`config.mk`:
```
export PLATFORM = sky130hd
export DESIGN_NAME = fp_norm_round_pipe
export DESIGN_NICKNAME = d
export VERILOG_FILES = /design/src/rtl/fp_norm_round_pipe.sv
export SDC_FILE = /design/constraint.sdc
export NUM_CORES = 1
export LEC_CHECK = 0
export ABC_AREA = 1
export ABC_CLOCK_PERIOD_IN_PS = 8350
export CAP_MARGIN = 20
export CORE_ASPECT_RATIO = 1.5
export CORE_MARGIN = 2
export CORE_UTILIZATION = 30
export DETAILED_ROUTE_END_ITERATION = 10
export SLEW_MARGIN = 20
export SYNTH_ARGS = -nofsm -noshare
export SYNTH_HDL_FRONTEND = slang
export SYNTH_SLANG_ARGS = --single-unit
```
`constraint.sdc`:
```
create_clock -name clk -period 8.35 [get_ports clk]
set_input_delay 1.2525 -clock clk [delete_from_list [all_inputs] [get_ports clk]]
set_output_delay 1.2525 -clock clk [all_outputs]
set_load 0.1 [all_outputs]
```
`src/rtl/fp_norm_round_pipe.sv`:
```
// fp_norm_round_pipe
//   Two-stage normalize + round-to-nearest-even back end for the FP add/sub
//   datapath. Stage 1 normalizes the raw adder mantissa. Stage 2 rounds it,
//   selects zero/inf/flush/normal, and registers the packed result.
//
//   Optional build macro: FPNR_FLAGS_EN adds the out_flags port.
//
// Ports
//   clk, reset          clock, synchronous active-high reset
//   in_valid/in_ready   input handshake (in_ready = pipeline advance)
//   in_mant             {carry, hidden, fraction[MAN_W-1:0], G, R, S}
//   in_exp              biased exponent before normalization
//   in_sign             result sign
//   out_valid/out_ready output handshake
//   out_result          {sign, exponent, fraction}
//   out_flags           {overflow, underflow, inexact, zero} (FPNR_FLAGS_EN)
module fp_norm_round_pipe #(
  parameter int EXP_W = 8,
  parameter int MAN_W = 23
) (
  input  logic                   clk,
  input  logic                   reset,
  input  logic                   in_valid,
  output logic                   in_ready,
  input  logic [MAN_W+4:0]       in_mant,
  input  logic [EXP_W-1:0]       in_exp,
  input  logic                   in_sign,
  output logic                   out_valid,
  input  logic                   out_ready,
  output logic [EXP_W+MAN_W:0]   out_result
`ifdef FPNR_FLAGS_EN
  ,
  output logic [3:0]             out_flags
`endif
);

  localparam int STAGES = 2;
  localparam int XW     = EXP_W + 2;          // signed internal exponent
  localparam int LZW    = $clog2(MAN_W + 2);  // holds 0..MAN_W+1
  localparam logic signed [XW-1:0] EXP_MAX = XW'((1 << EXP_W) - 1);

  // Normalized mantissa is {hidden, fraction, G, R, S}.
  typedef struct packed {
    logic                  sign;
    logic                  zero;
    logic signed [XW-1:0]  exp;
    logic [MAN_W+3:0]      mant;
  } s1_t;

  logic              adv;
  logic [STAGES:1]   vld_pipe_d, vld_pipe_q;
  s1_t               s1_n, s1_d, s1_q;
  logic [EXP_W+MAN_W:0] res_n, res_d, res_q;
  logic [LZW-1:0]    lzc;
  logic signed [XW-1:0] base_exp;

  assign adv        = !vld_pipe_q[STAGES] || out_ready;
  assign in_ready   = adv;
  assign out_valid  = vld_pipe_q[STAGES];
  assign out_result = res_q;

  // ---- stage 1: normalize ----
  always_comb begin
    // Highest set bit of {hidden, fraction} wins (ascending scan, last hit).
    lzc = LZW'(MAN_W + 1);
    for (int i = 0; i <= MAN_W; i++)
      if (in_mant[i+3]) lzc = LZW'(MAN_W - i);

    base_exp  = $signed({2'b00, in_exp});
    s1_n      = '0;
    s1_n.sign = in_sign;
    s1_n.zero = (in_mant == '0);
    if (!s1_n.zero) begin
      if (in_mant[MAN_W+4]) begin
        // Right shift by one; the bit falling off R joins the sticky.
        s1_n.mant = {in_mant[MAN_W+4:2], |in_mant[1:0]};
        s1_n.exp  = base_exp + XW'(1);
      end else if (in_mant[MAN_W+3]) begin
        s1_n.mant = in_mant[MAN_W+3:0];
        s1_n.exp  = base_exp;
      end else begin
        // Cancellation: G/R/S move up behind the LSB, zeros fill in.
        s1_n.mant = in_mant[MAN_W+3:0] << lzc;
        s1_n.exp  = base_exp - XW'(lzc);
      end
    end
  end

  // ---- stage 2: round (RNE) and result select ----
  logic                 r_up, r_ovf, r_unf, r_inx;
  logic [MAN_W+1:0]     r_sum;
  logic signed [XW-1:0] r_exp;
  logic [MAN_W-1:0]     r_frac;

  always_comb begin
    r_up   = s1_q.mant[2] & (s1_q.mant[1] | s1_q.mant[0] | s1_q.mant[3]);
    r_sum  = {1'b0, s1_q.mant[MAN_W+3:3]} + {{(MAN_W+1){1'b0}}, r_up};
    r_exp  = s1_q.exp;
    r_frac = r_sum[MAN_W-1:0];
    if (r_sum[MAN_W+1]) begin
      // Round carried past the hidden bit: renormalize.
      r_frac = r_sum[MAN_W:1];
      r_exp  = s1_q.exp + XW'(1);
    end
    r_inx = |s1_q.mant[2:0];
    r_ovf = 1'b0;
    r_unf = 1'b0;
    res_n = {s1_q.sign, r_exp[EXP_W-1:0], r_frac};
    if (s1_q.zero) begin
      res_n = {s1_q.sign, {(EXP_W+MAN_W){1'b0}}};
    end else if (r_exp >= EXP_MAX) begin
      res_n = {s1_q.sign, {EXP_W{1'b1}}, {MAN_W{1'b0}}};
      r_ovf = 1'b1;
    end else if (r_exp[XW-1] || (r_exp == '0)) begin
      res_n = {s1_q.sign, {(EXP_W+MAN_W){1'b0}}};
      r_unf = 1'b1;
    end
  end

  // ---- pipeline registers: everything holds while stalled ----
  always_comb begin
    vld_pipe_d = adv ? {vld_pipe_q[STAGES-1:1], in_valid} : vld_pipe_q;
    s1_d       = (adv && in_valid)    ? s1_n  : s1_q;
    res_d      = (adv && vld_pipe_q[1]) ? res_n : res_q;
  end

  always_ff @(posedge clk) begin
    if (reset) begin
      vld_pipe_q <= '0;
      s1_q       <= '0;
      res_q      <= '0;
    end else begin
      vld_pipe_q <= vld_pipe_d;
      s1_q       <= s1_d;
      res_q      <= res_d;
    end
  end

`ifdef FPNR_FLAGS_EN
  logic [3:0] flags_d, flags_q;
  always_comb
    flags_d = (adv && vld_pipe_q[1]) ? {r_ovf, r_unf, r_inx, s1_q.zero} : flags_q;
  always_ff @(posedge clk) begin
    if (reset) flags_q <= '0;
    else       flags_q <= flags_d;
  end
  assign out_flags = flags_q;
`else
  logic unused_flags;
  assign unused_flags = r_ovf ^ r_unf ^ r_inx;
`endif

endmodule

```
After elaboration in Yosys (flattened, before gate mapping):

Index checks and enable logic that the tools add are counted.

* register bits after elaboration: 73
* input bits: 41
* output and inout bits: 34
* logic and storage cells: 55

* add/sub/neg operators: 4
* magnitude comparators: 1
* shift operators: 1
* mux-type cells: 32
* bitwise logic cells: 3
* reduce and logical (&&, ||, !) cells: 8

Operator list (count)
* 5-bit 2-to-1 mux: 23
* 37-bit 2-to-1 mux: 3
* 31-bit 2-to-1 mux: 3
* 28-bit logical NOT: 1
* 27-bit by 5-bit << shifter with 27-bit output: 1
* 24-bit by 1-bit adder with 25-bit output: 1
* 23-bit 2-to-1 mux: 1
* 10-bit by 2-bit adder with 10-bit output (second input constant): 1
* 10-bit by 9-bit greater-or-equal comparator with 1-bit output (second input constant): 1
* 10-bit logical NOT: 1
* 10-bit 2-to-1 mux: 1
* 8-bit by 1-bit adder with 9-bit output (second input constant): 1
* 8-bit by 5-bit subtractor with 9-bit output: 1
* 4-bit 2-to-1 mux: 1
* 1-bit logical AND: 2
* 1-bit logical OR: 2
* 1-bit bitwise OR: 2
* 2-bit OR reduction: 1
* 1-bit AND: 1
* 1-bit logical NOT: 1

Longest topological paths before layout:

* word-level depth: 28
* depth in mapped cells: 36

Worst setup path after synthesis:

No wires, ideal clock.

* path kind: in2reg
* from: input in_mant[4]
* to: register s1_q[33] in the netlist's numbering
* setup time: 0.132 ns
* data arrival time: 4.191 ns
* setup slack: 4.027 ns
* cell stages on the path: 35
* buffers on the path: 1
* path through: inv_1 nand2_1 nand2_1 nand2_1 nand2_1 nand2_1 nand2_1 nand2_1 nand2_1 nand2_1 nand2_1 nand2_1 nand2_1 nand2_1 nand2_1 nand2_1 nand2_1 nand2_1 nand2_1 nand2_1 nand2_1 nand2_1 nand2_1 clkbuf_1 ha_1 inv_1 fa_1 a21oi_1 nor2_1 nor2_1 nor2_1 o31ai_1 a21oi_1 o21ai_0 a21oi_1

* cells in the longest elaborated chain, start to end: 27
* elaborated cells between the ends (all ways): 28
* classes of those cells: 1 x add/sub; 26 x mux; 1 x reduce/logical

Ends and longest elaborated chain
* from (decl): RTL line 25 `input logic [MAN_W+4:0] in_mant,`
* 5-bit 2-to-1 mux (23 in a row): RTL line 67 `if (in_mant[i+3]) lzc = LZW'(MAN_W - i);`
* 8-bit by 5-bit subtractor with 9-bit output: RTL line 84 `s1_n.exp = base_exp - XW'(lzc);`
* 37-bit 2-to-1 mux: RTL line 78 `end else if (in_mant[MAN_W+3]) begin`
* 37-bit 2-to-1 mux: RTL line 74 `if (in_mant[MAN_W+4]) begin`
* 37-bit 2-to-1 mux *: RTL line 73 `if (!s1_n.zero) begin`
* to (signal assigned): RTL line 130 `s1_q <= '0;`
* to (signal assigned): RTL line 134 `s1_q <= s1_d;`
* to (decl): RTL line 52 `s1_t s1_n, s1_d, s1_q;`

Every way passes the cells marked *; elsewhere a longest branch is shown, timed or not.
A chain may end at the register's enable or synchronous reset.

Worst setup path after layout:

* from: input in_mant[5]
* to: register s1_q[33] in the netlist's numbering

* cells in the longest elaborated chain, start to end: 26
* elaborated cells between the ends (all ways): 27
* classes of those cells: 1 x add/sub; 25 x mux; 1 x reduce/logical

Ends and longest elaborated chain (RTL line)
* 5-bit 2-to-1 mux (22 in a row): 67
* 8-bit by 5-bit subtractor with 9-bit output: 84
* 37-bit 2-to-1 mux: 78
* 37-bit 2-to-1 mux: 74
* 37-bit 2-to-1 mux *: 73

Marked as above.

==> impl_metrics.py <==
metrics = {
    "outcome": {
        "status": "finished clean",
    },
    "synth": {
        "synthArstFlopShare_pct": 0,
        "synth-main-ff-cell": "dfxtp_1",
        "ys_ff_latch": 73,
        "yosysMostFrequentCell": "nand2_1",
        "avgSynthCellArea_um2": 5.83,
        "yosysTopAreaCell": "dfxtp_1",
        "syn_area_um2": 5880,
        "postSynthNetCount": 1060,
        "yosysUniqueCellTypes": 36,
        "yosysTopAreaCellShare_pct": 24.9,
        "synth_edf_count": 0,
        "netlist_instances": 1009,
        "ys_top_cells_by_count": "nand2_1 (299), nand3_1 (125), a21oi_1 (109), inv_1 (97), dfxtp_1 (73)",
        "ys_warn_count": 0,
        "ys_seq_area_share_pct": 24.9,
        "synth_area_leaders": "dfxtp_1 (25%), nand2_1 (19%), nand3_1 (11%)",
    },
    "clock_network": {
        "cts_hold_buf": 0,
        "clk_pin_slew_ns": 0.05,
        "clock_tree.buffer_depth": 2,
        "cts_resized": 0,
        "cts_sinks": 73,
        "clock_latency_ns": 0.34,
        "cts_tree": "done",
        "htreeDepth": 3,
        "cts_setup_buffers": 0,
        "root_buffer": "clkbuf_16",
        "cts_buffers": 9,
    },
    "timing": {
        "tns_ns": 0,
        "fin_crit_sh_pct": 60.4,
        "finalClockSkew_ns": 0.00463,
        "fmax_mhz": 198,
        "finalMaxSlewViolations": 0,
        "hold_ws_ns": 0.460,
        "tightest_slew_ns": 0.986,
        "min_period_ns": 5.05,
        "setup-violations-final": 0,
        "maxSlewHeadroom_pct": 34.1,
        "rsz0062_at_grt": "false",
        "finalHoldViolations": 0,
        "worst_slack_ns": 3.30,
    },
    "pwr": {
        "power.total_w": 0.00100,
        "powerDensity_nw_per_um2": 141,
        "vdd_drop_max_mv": 0.0809,
        "leakagePower_nw": 3.00,
    },
    "setup_path": {
        "worst_r2r_endpoint": "out_result[5]",
        "cp_common_cell": "nand2_1",
        "crit_type": "in2reg",
        "r2r_cells": 23,
        "crit_family": "simple AND/OR/NAND/NOR gates",
        "crit_path_end_kind": "register",
        "r2r_setup_slack_ns": 4.66,
        "cp_num_buf_inv": 4,
        "required_ns": 8.55,
        "slowest_delay_ns": 0.51,
        "start_kind": "input pin",
        "arrival_ns": 5.24,
        "slowest_stage": "clkdlybuf4s50_1",
        "timing.rr.start": "s1_q[3]",
        "worstPathMaxFanout": 37,
    },
    "floorplanning": {
        "fp.dieW_um": 118,
        "die-area_um2": 20800,
        "core_area_um2": 19200,
        "pin_count": 75,
        "initial_core_util_pct": 30.7,
        "rows": 62,
        "die_h_um": 175,
    },
    "finish": {
        "antenna_cells": 0,
        "fillCellCount": 2210,
        "fin_nets": 1107,
        "area_delta_synth_final_pct": 20.3,
        "stdcell_area_um2": 7070,
        "layout-drive-gt1-share_pct": 5.09,
    },
    "hold_path": {
        "whs_path_depth": 2,
        "worstHoldStart": "s1_q[0]",
        "hold_path.class": "reg2reg",
        "holdPathEnd": "s1_q[0]",
    },
    "placement": {
        "dp_hpwl_um": 14500,
        "portBuffers": 74,
        "post_dp_cell_area_um2": 6810,
        "gp_congestion": 0.925,
        "preCtsSetupSlack_ns": 2.97,
    },
    "detailed_routing": {
        "dr.pass1.iters": 5,
        "postRouteAntennaNets": 0,
        "num_vias": 6637,
        "via_per_inst": 5.04,
        "drtIter0Drc": 398,
        "drc": 0,
        "route.final.wire_length_um": 18400,
        "wire_per_inst_um": 14.0,
    },
    "global_route": {
        "grt_antenna_before_repair": 0,
        "grt.overflow.total": 0,
        "grt_pass1_wl_um": 30400,
        "grt_pass1_vias": 6166,
        "grt_max_degree": 66,
        "grt_use_total_pct": 17.7,
    },
    "job": {
        "max-cap-violations": 0,
    },
}
==> logic make-up (layout without fill, tap and decap cells) <==
logic type	after synthesis	after routing	share of synthesized area [%]
multiplexers	1	1	0.192
XOR/XNOR	21	21	3.26
adder cells (fa/ha/maj)	10	10	2.26
buffers and inverters	157	208	10.4
AND/OR/NAND/NOR	550	550	41.1
AO/OA/AOI/OAI	197	197	17.9
flip-flops	73	73	24.9
==> layout make-up <==
class	count	area, um2	share of cell area, %
multi-input combinational	779	3800	53.8
sequential	73	1460	20.7
timing repair buffer	85	818	11.6
inverter	108	405	5.73
tap	256	320	4.53
clock buffer	12	246	3.48
clock inverter	3	17.5	0.248
==> layer usage <==
| layer | up-vias | GRT usage (%) | share of wire (%) |
|---|---|---|---|
| li1 | 3432 | - | - |
| met1 | 2957 | 20.9 | 41 |
| met2 | 205 | 31.5 | 50 |
| met3 | 43 | 2.47 | 4.7 |
| met4 | 0 | 8.58 | 3.8 |
| met5 | - | 0 | 0 |
==> worst max path at each step <==
stage | slack (ns) | endpoint | start | depth (start not counted)
3_5_place_dp | 2.97 | s1_q[33] | in_mant[5] | 35
4_1_cts | 3.32 | s1_q[33] | in_mant[5] | 35
6_report | 3.30 | s1_q[33] | in_mant[5] | 35
2_1_floorplan | 4.03 | s1_q[33] | in_mant[4] | 35
3_3_place_gp | 3.01 | s1_q[33] | in_mant[5] | 35
5_1_grt | 2.89 | s1_q[33] | in_mant[4] | 36
==> stage by stage <==
step	instances	utilization, %
floorplan	1009	-
global placement	1301	35.5
detailed placement	1301	35.5
CTS	1316	36.9
global route	1316	36.9
finish	1316	36.9
==> worst min-delay path, stage by stage (launching register included) <==
cell and delay (ns):
dfxtp_1 0.30, nand2_1 0.06, a21oi_1 0.05
==> sequential cells by signal, indices dropped and copies added (netlist names) <==
signal and count:
out_result 32, s1_q 39, vld_pipe_q 2
==> cells in the final DEF, fill, tap and decap left out, types with 4 or more instances in the layout <==
cell	synthesis	routed
buf_4	0	11
clkdlybuf4s50_1	0	73
xor2_1	13	13
inv_1	97	97
nand2_1	299	299
nand2_2	4	4
a21oi_1	109	109
a31oi_1	5	5
nand4_1	25	25
dfxtp_1	73	73
ha_1	9	9
nor3_1	17	17
inv_2	7	7
clkbuf_16	0	9
nand3_1	125	125
nor2_2	5	5
nor2_1	61	61
o21ai_0	60	60
xnor2_1	7	7
o211ai_1	18	18
clkinv_1	4	4
==> where the power goes <==
group          switching [W]  internal [W]
combinational       0.000183     0.0000895
clock               0.000137      0.000206
sequential         0.0000173      0.000367
Note: power is estimated with default switching activity, not from simulation.
